### config.mk
export PLATFORM = sky130hd
export DESIGN_NAME = peripheral_gpio_filtered_wb
export DESIGN_NICKNAME = d
export VERILOG_FILES = /design/src/rtl/peripheral_gpio_filtered_wb.sv
export SDC_FILE = /design/constraint.sdc
export NUM_CORES = 1
export LEC_CHECK = 0
export BUFFER_PORTS_ARGS = -buffer_cell sky130_fd_sc_hd__buf_4
export CORE_UTILIZATION = 45
export DETAILED_ROUTE_END_ITERATION = 16
export GPL_TIMING_DRIVEN = 0
export PLACE_DENSITY_LB_ADDON = 0.08
export SLEW_MARGIN = 5
export SYNTH_ARGS = -nofsm -noshare
export SYNTH_HDL_FRONTEND = slang
export SYNTH_SLANG_ARGS = --single-unit
### constraint.sdc
create_clock -name wb_clk_i -period 2.78 [get_ports wb_clk_i]
set_input_delay 0.278 -clock wb_clk_i [delete_from_list [all_inputs] [get_ports wb_clk_i]]
set_output_delay 0.278 -clock wb_clk_i [all_outputs]
set_load 0.005 [all_outputs]
### src/rtl/peripheral_gpio_filtered_wb.sv
`default_nettype none
// ============================================================================
//  Module      : peripheral_gpio_filtered_wb
//  Description : Wishbone GPIO slave with set/clear/toggle, aux-output muxing,
//                2-flop input synchronizer, prescaled glitch filter and
//                per-pin edge interrupts with W1C status.
//  Revision    : 1.0 - initial release
// ============================================================================
module peripheral_gpio_filtered_wb #(
    parameter int WB_ADDR_WIDTH = 8,
    parameter int WB_DATA_WIDTH = 32,
    parameter int GPIO_WIDTH    = 32,
    parameter int FILTER_DEPTH  = 3,
    parameter int DIV_WIDTH     = 16
) (
    input  logic                     wb_clk_i,
    input  logic                     wb_rst_i,
    input  logic                     wb_cyc_i,
    input  logic                     wb_stb_i,
    input  logic                     wb_we_i,
    input  logic [WB_ADDR_WIDTH-1:0] wb_adr_i,
    input  logic [31:0]              wb_dat_i,
    input  logic [3:0]               wb_sel_i,
    output logic [31:0]              wb_dat_o,
    output logic                     wb_ack_o,
    output logic                     wb_err_o,
    output logic                     wb_inta_o,
    input  logic [GPIO_WIDTH-1:0]    aux_i,
    input  logic [GPIO_WIDTH-1:0]    ext_pad_i,
    output logic [GPIO_WIDTH-1:0]    ext_pad_o,
    output logic [GPIO_WIDTH-1:0]    ext_padoe_o
);

    localparam logic [3:0] c_IN       = 4'h0;
    localparam logic [3:0] c_OUT      = 4'h1;
    localparam logic [3:0] c_OE       = 4'h2;
    localparam logic [3:0] c_OUT_SET  = 4'h3;
    localparam logic [3:0] c_OUT_CLR  = 4'h4;
    localparam logic [3:0] c_OUT_TGL  = 4'h5;
    localparam logic [3:0] c_IRQ_EN   = 4'h6;
    localparam logic [3:0] c_RISE_EN  = 4'h7;
    localparam logic [3:0] c_FALL_EN  = 4'h8;
    localparam logic [3:0] c_IRQ_STAT = 4'h9;
    localparam logic [3:0] c_DEB_DIV  = 4'hA;
    localparam logic [3:0] c_AUX_SEL  = 4'hB;

    // The newest sample is compared combinationally, so only DEPTH-1 older ones are stored.
    localparam int         c_HIST      = FILTER_DEPTH - 1;
    localparam logic [3:0] c_FILL_FULL = 4'(FILTER_DEPTH - 1);

    generate
        if (WB_DATA_WIDTH != 32) begin : g_bad_data_width
            $error("peripheral_gpio_filtered_wb: WB_DATA_WIDTH must be 32");
        end
        if (GPIO_WIDTH < 1 || GPIO_WIDTH > 32) begin : g_bad_gpio_width
            $error("peripheral_gpio_filtered_wb: GPIO_WIDTH must be 1..32");
        end
        if (FILTER_DEPTH < 2 || FILTER_DEPTH > 8) begin : g_bad_filter_depth
            $error("peripheral_gpio_filtered_wb: FILTER_DEPTH must be 2..8");
        end
        if (DIV_WIDTH < 1 || DIV_WIDTH > 32) begin : g_bad_div_width
            $error("peripheral_gpio_filtered_wb: DIV_WIDTH must be 1..32");
        end
        if (WB_ADDR_WIDTH < 6) begin : g_bad_addr_width
            $error("peripheral_gpio_filtered_wb: WB_ADDR_WIDTH must be >= 6");
        end
    endgenerate

    logic                  r_ack, r_err, r_inta;
    logic [31:0]           r_dat;
    logic [GPIO_WIDTH-1:0] r_out, r_oe, r_irq_en, r_rise_en, r_fall_en, r_stat, r_aux_sel;
    logic [DIV_WIDTH-1:0]  r_div, r_div_cnt;
    logic [GPIO_WIDTH-1:0] r_sync1, r_sync2, r_filt, r_prev;
    logic [GPIO_WIDTH-1:0] r_hist [c_HIST];
    logic [3:0]            r_fill;

    logic                  w_upper_zero, w_req, w_hit, w_wr, w_div_wr, w_bypass, w_tick;
    logic [3:0]            w_idx;
    logic [31:0]           w_bmask, w_rdata;
    logic [GPIO_WIDTH-1:0] w_bm, w_wd, w_out_nxt, w_all1, w_all0, w_rise, w_fall, w_w1c;
    logic                  w_unused;

    generate
        if (WB_ADDR_WIDTH > 6) begin : g_upper
            assign w_upper_zero = ~|wb_adr_i[WB_ADDR_WIDTH-1:6];
        end else begin : g_no_upper
            assign w_upper_zero = 1'b1;
        end
    endgenerate

    assign w_unused = ^wb_adr_i[1:0];
    assign w_idx    = wb_adr_i[5:2];
    assign w_req    = wb_cyc_i & wb_stb_i & ~r_ack & ~r_err;
    assign w_hit    = w_upper_zero & (w_idx <= c_AUX_SEL);
    assign w_wr     = w_req & w_hit & wb_we_i;
    assign w_div_wr = w_wr & (w_idx == c_DEB_DIV);
    assign w_bmask  = {{8{wb_sel_i[3]}}, {8{wb_sel_i[2]}}, {8{wb_sel_i[1]}}, {8{wb_sel_i[0]}}};
    assign w_bm     = w_bmask[GPIO_WIDTH-1:0];
    assign w_wd     = wb_dat_i[GPIO_WIDTH-1:0];

    assign wb_ack_o    = r_ack;
    assign wb_err_o    = r_err;
    assign wb_dat_o    = r_dat;
    assign wb_inta_o   = r_inta;
    assign ext_pad_o   = (r_aux_sel & aux_i) | (~r_aux_sel & r_out);
    assign ext_padoe_o = r_oe;

    always_comb begin
        w_rdata = '0;
        case (w_idx)
            c_IN:       w_rdata[GPIO_WIDTH-1:0] = r_filt;
            c_OUT:      w_rdata[GPIO_WIDTH-1:0] = r_out;
            c_OE:       w_rdata[GPIO_WIDTH-1:0] = r_oe;
            c_IRQ_EN:   w_rdata[GPIO_WIDTH-1:0] = r_irq_en;
            c_RISE_EN:  w_rdata[GPIO_WIDTH-1:0] = r_rise_en;
            c_FALL_EN:  w_rdata[GPIO_WIDTH-1:0] = r_fall_en;
            c_IRQ_STAT: w_rdata[GPIO_WIDTH-1:0] = r_stat;
            c_DEB_DIV:  w_rdata[DIV_WIDTH-1:0]  = r_div;
            c_AUX_SEL:  w_rdata[GPIO_WIDTH-1:0] = r_aux_sel;
            default:    w_rdata = '0;
        endcase
    end

    always_ff @(posedge wb_clk_i) begin
        if (wb_rst_i) begin
            r_ack <= 1'b0;
            r_err <= 1'b0;
            r_dat <= '0;
        end else begin
            r_ack <= w_req & w_hit;
            r_err <= w_req & ~w_hit;
            r_dat <= (w_req & w_hit & ~wb_we_i) ? w_rdata : '0;
        end
    end

    // Set/clear/toggle act on the full word; only the plain OUT write honours byte enables.
    always_comb begin
        w_out_nxt = r_out;
        if (w_wr) begin
            case (w_idx)
                c_OUT:     w_out_nxt = (r_out & ~w_bm) | (w_wd & w_bm);
                c_OUT_SET: w_out_nxt = r_out | w_wd;
                c_OUT_CLR: w_out_nxt = r_out & ~w_wd;
                c_OUT_TGL: w_out_nxt = r_out ^ w_wd;
                default:   w_out_nxt = r_out;
            endcase
        end
    end

    always_ff @(posedge wb_clk_i) begin
        if (wb_rst_i) begin
            r_out     <= '0;
            r_oe      <= '0;
            r_irq_en  <= '0;
            r_rise_en <= '0;
            r_fall_en <= '0;
            r_div     <= '0;
            r_aux_sel <= '0;
        end else begin
            r_out <= w_out_nxt;
            if (w_wr) begin
                case (w_idx)
                    c_OE:      r_oe      <= (r_oe      & ~w_bm) | (w_wd & w_bm);
                    c_IRQ_EN:  r_irq_en  <= (r_irq_en  & ~w_bm) | (w_wd & w_bm);
                    c_RISE_EN: r_rise_en <= (r_rise_en & ~w_bm) | (w_wd & w_bm);
                    c_FALL_EN: r_fall_en <= (r_fall_en & ~w_bm) | (w_wd & w_bm);
                    c_AUX_SEL: r_aux_sel <= (r_aux_sel & ~w_bm) | (w_wd & w_bm);
                    c_DEB_DIV: r_div     <= (r_div & ~w_bmask[DIV_WIDTH-1:0]) |
                                            (wb_dat_i[DIV_WIDTH-1:0] & w_bmask[DIV_WIDTH-1:0]);
                    default:   ;
                endcase
            end
        end
    end

    assign w_bypass = (r_div == '0);
    assign w_tick   = ~w_bypass & (r_div_cnt == r_div);

    always_comb begin
        w_all1 = r_sync2;
        w_all0 = ~r_sync2;
        for (int i = 0; i < c_HIST; i++) begin
            w_all1 = w_all1 & r_hist[i];
            w_all0 = w_all0 & ~r_hist[i];
        end
    end

    // r_fill counts valid history entries since the last clear, so a freshly
    // cleared history cannot masquerade as a run of zeros.
    always_ff @(posedge wb_clk_i) begin
        if (wb_rst_i) begin
            r_sync1   <= '0;
            r_sync2   <= '0;
            r_filt    <= '0;
            r_div_cnt <= '0;
            r_fill    <= '0;
            for (int i = 0; i < c_HIST; i++) r_hist[i] <= '0;
        end else begin
            r_sync1 <= ext_pad_i;
            r_sync2 <= r_sync1;
            if (w_div_wr) begin
                r_div_cnt <= '0;
                r_fill    <= '0;
                for (int i = 0; i < c_HIST; i++) r_hist[i] <= '0;
            end else if (w_bypass) begin
                r_filt <= r_sync2;
            end else if (w_tick) begin
                r_div_cnt <= '0;
                r_hist[0] <= r_sync2;
                for (int i = 1; i < c_HIST; i++) r_hist[i] <= r_hist[i-1];
                if (r_fill != c_FILL_FULL) r_fill <= r_fill + 1'b1;
                else                       r_filt <= w_all1 | (r_filt & ~w_all0);
            end else begin
                r_div_cnt <= r_div_cnt + 1'b1;
            end
        end
    end

    assign w_rise = r_filt & ~r_prev & r_rise_en;
    assign w_fall = ~r_filt & r_prev & r_fall_en;
    assign w_w1c  = (w_wr && w_idx == c_IRQ_STAT) ? (w_wd & w_bm) : '0;

    always_ff @(posedge wb_clk_i) begin
        if (wb_rst_i) begin
            r_prev <= '0;
            r_stat <= '0;
            r_inta <= 1'b0;
        end else begin
            r_prev <= r_filt;
            r_stat <= (r_stat & ~w_w1c) | w_rise | w_fall;
            r_inta <= |(r_stat & r_irq_en);
        end
    end

endmodule
`default_nettype wire
==> metrics.txt, run 1 <==
synthesis-to-layout area growth 19.9%; P_leak 0.0101 uW; PostCTS Resize Cnt 0; Clock Path Buffers 3; synth unique cells 63; Top Ports 212; Post-Syn Area per Cell 9.43 um2; Comb pwr share 0.051; # setup viols final 0; Post-Synthesis Cells 2359; Diodes inserted 0; Rows 81; Via density 5.66; chip width 224 um; DP Worst Slack -279 ps; Clk pwr share 0.486; Routed Wire Length 75.6 mm; startpoint types flip-flop; pwr/cell area 592 mW/mm2; count leader, synth dfxtp_1; Rel. slew slack 0.334; warnings from Yosys 0; Post-synth ARST share 0; CTS tree yes; clock-pin slew on the worst setup and hold paths 70 ps; part of the cycle the worst path needs 0.976; Main synth FF type dfxtp_1; # clock sinks 487; DR WL/cell 22.7 um; layout cells sized above 1 0.137; hold buffers post-CTS 37; Commonest cells post-synth dfxtp_1, nor2_1, nand2_1; peak supply drop 0.531 mV; Final Slew Violations 0; via count 18900; vias in the first global route 17900; total track usage 0.298; Slew @ Worst Pin 999 ps; core area 0.0488 mm2; CTS Buf Count 52; H-tree depth 2; first-pass GRT wire length 112 mm; port bufs 175; GRT overflow 0; Syn Std Cell Area 0.0222 mm2; nets@finish 2806; Psw 3660 uW; area fraction of the dominant cell type after synthesis 0.381; worst clock skew 13.9 ps; Clk Latency, worst-skew pair 620 ps; Worst Slack Setup Final 66.0 ps; max_cap viols 0; #FFs+latches synth 487; Switching Share 0.232; router iterations before antenna repair 9; initial antenna violation count 1; Initial DRC Count 2250; post-synth top area cell dfxtp_1; Post-synth EDFFs 64; Critical Path End Type flip-flop; die area 0.0503 mm2; status finished clean; Hold Path Class in -> reg; DRC errors left 0; Routed Antenna Nets 0; clk root buf clkbuf_16; Max Fclk 368 MHz; final hold violation count 0; WS Path Type reg -> reg; setup bufs post-CTS 0; Worst Path Arrival 2990 ps; peak fanout along the critical path 73; sequential area share after synthesis 0.467; GP Congestion 1.02; HPWL reported at the end of detailed placement 56.7 mm; Die H 224 um; Final min period 2710 ps; Post-Syn Nets 2539; WP data required 3050 ps; Reg power frac 0.463; Initial Util 0.455; leading post-synthesis cells by cell area dfxtp_1, mux2i_1, edfxtp_1; unrepaired setup endpoints after global routing false; placed insts 3199; Pint 12100 uW; Layout Cells excl Fill 3334; largest net degree at the start of global routing 74
## worst max-delay path, stage by stage (launching register included)
cell and delay, ps:
dfxtp_1 350, nor4bb_1 490, and3_2 380, buf_4 250, a21oi_1 150, o21ai_2 190, buf_4 200, buf_16 280
## power by group through the flow
stage	Combinational (uW)	Sequential [uW]	Clock, uW
after floorplan	422	7430	0
after global placement	727	7460	0
after detailed placement	747	7460	0
after CTS	791	7310	7760
after global routing	860	7320	8030
final	803	7310	7670
## per-stage QoR
step	setup TNS (ps)	area, um2	power, uW	utilization	hold WS (ps)
2_1_floorplan	0	22200	7850	-	361
3_3_place_gp	-68720	24400	8190	0.499	420
3_5_place_dp	-20670	24400	8210	0.500	420
4_1_cts	0	26700	15900	0.546	116
5_1_grt	0	26700	16200	0.546	159
6_report	0	26700	15800	0.546	154
## cell families (layout without fill, tap and decap cells)
| logic type | Yosys count | in the layout | synth area share |
|---|---|---|---|
| and+or+nand+nor | 827 | 827 | 0.184 |
| DFF | 487 | 487 | 0.467 |
| AOI/OAI and AO/OA | 456 | 456 | 0.149 |
| buffers and inverters | 283 | 594 | 0.0566 |
| muxes | 208 | 208 | 0.0937 |
| adders and majority gates | 67 | 67 | 0.0377 |
| xor gates and xnor gates | 31 | 31 | 0.0122 |
## path summary, 6_finish.rpt
kind	cells after the start	startpoint	slack, ps	to
min	3	wb_we_i	150	wb_dat_o[5]$_SDFF_PP0_
min reg2reg	1	r_sync1[6]$_SDFF_PP0_	430	r_sync2[6]$_SDFF_PP0_
max	7	wb_ack_o$_SDFF_PP0_	70	r_hist[0][58]$_SDFFCE_PN0P_
max reg2reg	7	wb_ack_o$_SDFF_PP0_	70	r_hist[0][58]$_SDFFCE_PN0P_
## metal layers
layer | track usage | routed length [um] | share of wire | vias to the layer above
met5 | 0 | 0 | 0 | -
met4 | 0.116 | 2620 | 0.035 | 0
met3 | 0.0430 | 6320 | 0.084 | 132
met2 | 0.448 | 32400 | 0.43 | 825
met1 | 0.429 | 34300 | 0.45 | 9023
li1 | - | - | - | 8893
## cell usage in the layout (no fill, tap or decap), types with 37 or more instances in the layout
master,netlist,final
ha_1,67,67
buf_2,38,37
nand2_1,233,233
o21ai_0,65,65
clkbuf_1,108,114
nor2_1,258,258
clkbuf_16,0,54
and3_1,42,42
nor2b_1,68,68
and2_1,72,72
a221oi_1,52,52
a21oi_1,54,54
dlygate4sd3_1,0,37
inv_1,98,98
a22oi_1,88,88
mux2i_1,207,207
dfxtp_1,423,423
edfxtp_1,64,64
buf_4,19,195
nand4_1,44,44
## cell type report
cell class	count	area [um2]
Buffer	185	893
Clock buffer	64	1430
Clock inverter	34	454
Fill cell	4409	22200
Inverter	98	368
Multi-Input combinational cell	1589	10600
Sequential cell	487	10400
Tap cell	664	831
Timing Repair Buffer	213	1710
(Power assumes the default switching activity.)
==> run 2, diff against run 1 <==
--- a/config.mk
+++ b/config.mk
@@ -14,3 +14,4 @@
 export SYNTH_ARGS = -nofsm -noshare
 export SYNTH_HDL_FRONTEND = slang
 export SYNTH_SLANG_ARGS = --single-unit
+export TNS_END_PERCENT = 10
==> constraint.sdc (replaced) <==
create_clock -name wb_clk_i -period 3.4 [get_ports wb_clk_i]
set_input_delay 0.34 -clock wb_clk_i [delete_from_list [all_inputs] [get_ports wb_clk_i]]
set_output_delay 0.34 -clock wb_clk_i [all_outputs]
set_load 0.005 [all_outputs]
==> run 2 against run 1 <==
Compared with the run above: highest routed layer unchanged; final cell count about the same; non-clock buffer count decreased by 3; die area stayed put; clock power shrank 18%; utilization is 0.061 points lower; clock-buffer cell count is the same; largest cell class unchanged; sequential share of layout area about the same; global-route usage about the same.
==> metrics.txt, run 2 (synthesis gave the netlist of run 1 again) <==
Initial Util 0.455 (unchanged); H-tree depth 2 (unchanged); CTS Buf Count 52 (unchanged); DR WL/cell 22.7 um (about the same); status finished clean; most common cell after layout, fill and taps aside dfxtp_1; startpoint types input pin; Final min period 3060 ps; fillers 4413 (+0.091%); nets@finish 2803 (-0.11%); Worst path slowest cell clkbuf_1; Die H 224 um (unchanged); Top Ports 212 (unchanged); CTS tree yes; Hold Path Class in -> reg; Initial DRC Count 2136 (-5.1%); pwr/cell area 484 mW/mm2 (-18%); Final Slew Violations 0 (unchanged); CP peak stage delay 710 ps (+220 ps); max_cap viols 0 (unchanged); WS Path Type in -> reg; hold path depth 3 (unchanged); final hold violation count 0 (unchanged); Comb pwr share 0.051 (about the same); Via density 5.67 (+0.13%); first-pass GRT wire length 112 mm (-0.12%); clk root buf clkbuf_16; Buf/Inv on CP 6 (+3); Max Fclk 327 MHz; total track usage 0.297 (-0.000304); die area 0.0503 mm2 (unchanged); final hold slack 21.7 ps (-132 ps); Top cell by count, worst path clkbuf_1; GRT overflow 0 (unchanged); peak fanout along the critical path 10 (-86%); peak supply drop 0.435 mV (-18%); sequential cell area 0.0104 mm2 (unchanged); via count 18900 (+0.037%); # setup viols final 0 (unchanged); Rows 81 (unchanged); Rel. slew slack 0.328 (-0.00561); DP Worst Slack 279 ps (+558 ps); R2R Setup Slk 680 ps (+610 ps); WP data required 3870 ps (+820 ps); Clk pwr share 0.486 (about the same); highest-count cells in the layout ignoring fill and taps dfxtp_1, nor2_1, nand2_1; Worst Slack Setup Final 340 ps (+274 ps); Worst Path Arrival 3530 ps (+540 ps); unrepaired setup endpoints after global routing false; setup TNS 0 ps (unchanged); CP delay by family, top buffers and inverters; clock-pin slew on the worst setup and hold paths 60 ps (about the same); layout cells sized above 1 0.138 (+0.000155); Clk Latency, worst-skew pair 620 ps (about the same); Diodes inserted 0 (unchanged); chip width 224 um (unchanged); Switching Share 0.232 (-0.000407); port bufs 175 (unchanged); # clock sinks 487 (unchanged); Clock Path Buffers 3 (unchanged); FF-to-FF End r_hist[0][58]$_SDFFCE_PN0P_; GP Congestion 1.02 (unchanged); largest net degree at the start of global routing 74 (unchanged); synthesis-to-layout area growth 19.8%; Pint 9910 uW (-18%); Hold Path End wb_err_o$_SDFF_PP0_; r2r worst-path depth 7 (unchanged); Reg power frac 0.463 (about the same); multi-input logic area 0.0106 mm2 (unchanged); worst-path cell chain dlygate4sd3_1, buf_4, clkbuf_1, clkbuf_1, clkbuf_1, clkbuf_1, nor2_1; worst clock skew 15.1 ps (+1.28 ps); setup bufs post-CTS 0 (unchanged); Critical Path End Type flip-flop; part of the cycle the worst path needs 0.900; HPWL reported at the end of detailed placement 56.7 mm (unchanged); Slew @ Worst Pin 1010 ps (+8.41 ps); initial antenna violation count 1 (unchanged); Psw 2990 uW (-18%); Crit. Startpoint wb_rst_i; core area 0.0488 mm2 (unchanged); Hold Path Origin wb_adr_i[7]; vias in the first global route 17900 (-0.11%); Routed Wire Length 75.6 mm (about the same); Routed Antenna Nets 0 (unchanged); DRC errors left 0 (unchanged); router iterations before antenna repair 6 (-3); worst r2r src wb_ack_o$_SDFF_PP0_; Finished Core Util 0.545 (-0.000615); P_leak 0.0101 uW (-0.19%); PostCTS Resize Cnt 0 (unchanged)
-- run 2: how the worst max path moves through the flow --
| stage | end | slack, ps | cells after the start |
|---|---|---|---|
| finish | flip-flop | 340 | 7 |
| floorplan | r_hist[0][0]$_SDFFCE_PN0P_ | 740 | 5 |
| CTS | flip-flop | 350 | 7 |
| detailed placement | flip-flop | 280 | 6 |
| global placement | r_hist[0][57]$_SDFFCE_PN0P_ | -150 | 7 |
| global route | flip-flop | 240 | 7 |
-- run 2: final cells by class --
class | count | share of cell area
inverters | 98 | 0.0138
well taps | 664 | 0.0312
multi-input cells | 1589 | 0.397
clock buffers | 64 | 0.0537
repair buffers | 210 | 0.0631
clock inverters | 34 | 0.0171
plain buffers | 185 | 0.0335
flip-flops and latches | 487 | 0.390
-- run 2: layer usage --
| layer | vias to the layer above | GRT usage | routed length [um] | part of all wire |
|---|---|---|---|---|
| met5 | - | 0 | 0 | 0 |
| met4 | 0 | 0.116 | 2630 | 0.035 |
| met3 | 132 | 0.0428 | 6170 | 0.082 |
| met2 | 885 | 0.447 | 32200 | 0.43 |
| met1 | 8961 | 0.429 | 34600 | 0.46 |
| li1 | 8902 | - | - | - |
-- run 2: worst min-delay path: stages --
cell,delay (ps)
buf_4,90
a211oi_4,40
nor3_1,110
-- run 2: stage by stage --
step	cells	instance area, um2	total power [uW]
floorplan	2359	22200	6420
global placement	3198	24400	6690
detailed placement	3199	24400	6710
CTS	3331	26600	13000
global route	3331	26600	13200
finish	3331	26600	12900
-- run 2: power by group through the flow --
stage          Sequential (uW)  Combinational, uW  Clock (uW)
5_1_grt                   5990                701        6560
6_report                  5980                655        6270
4_1_cts                   5970                645        6340
2_1_floorplan             6070                345           0
3_3_place_gp              6100                595           0
3_5_place_dp              6100                611           0
-- run 2: repair_timing --
action,in CTS,in global routing
hold endpoints to repair,34,0
hold buffers,34,0
setup endpoints to repair,0,0
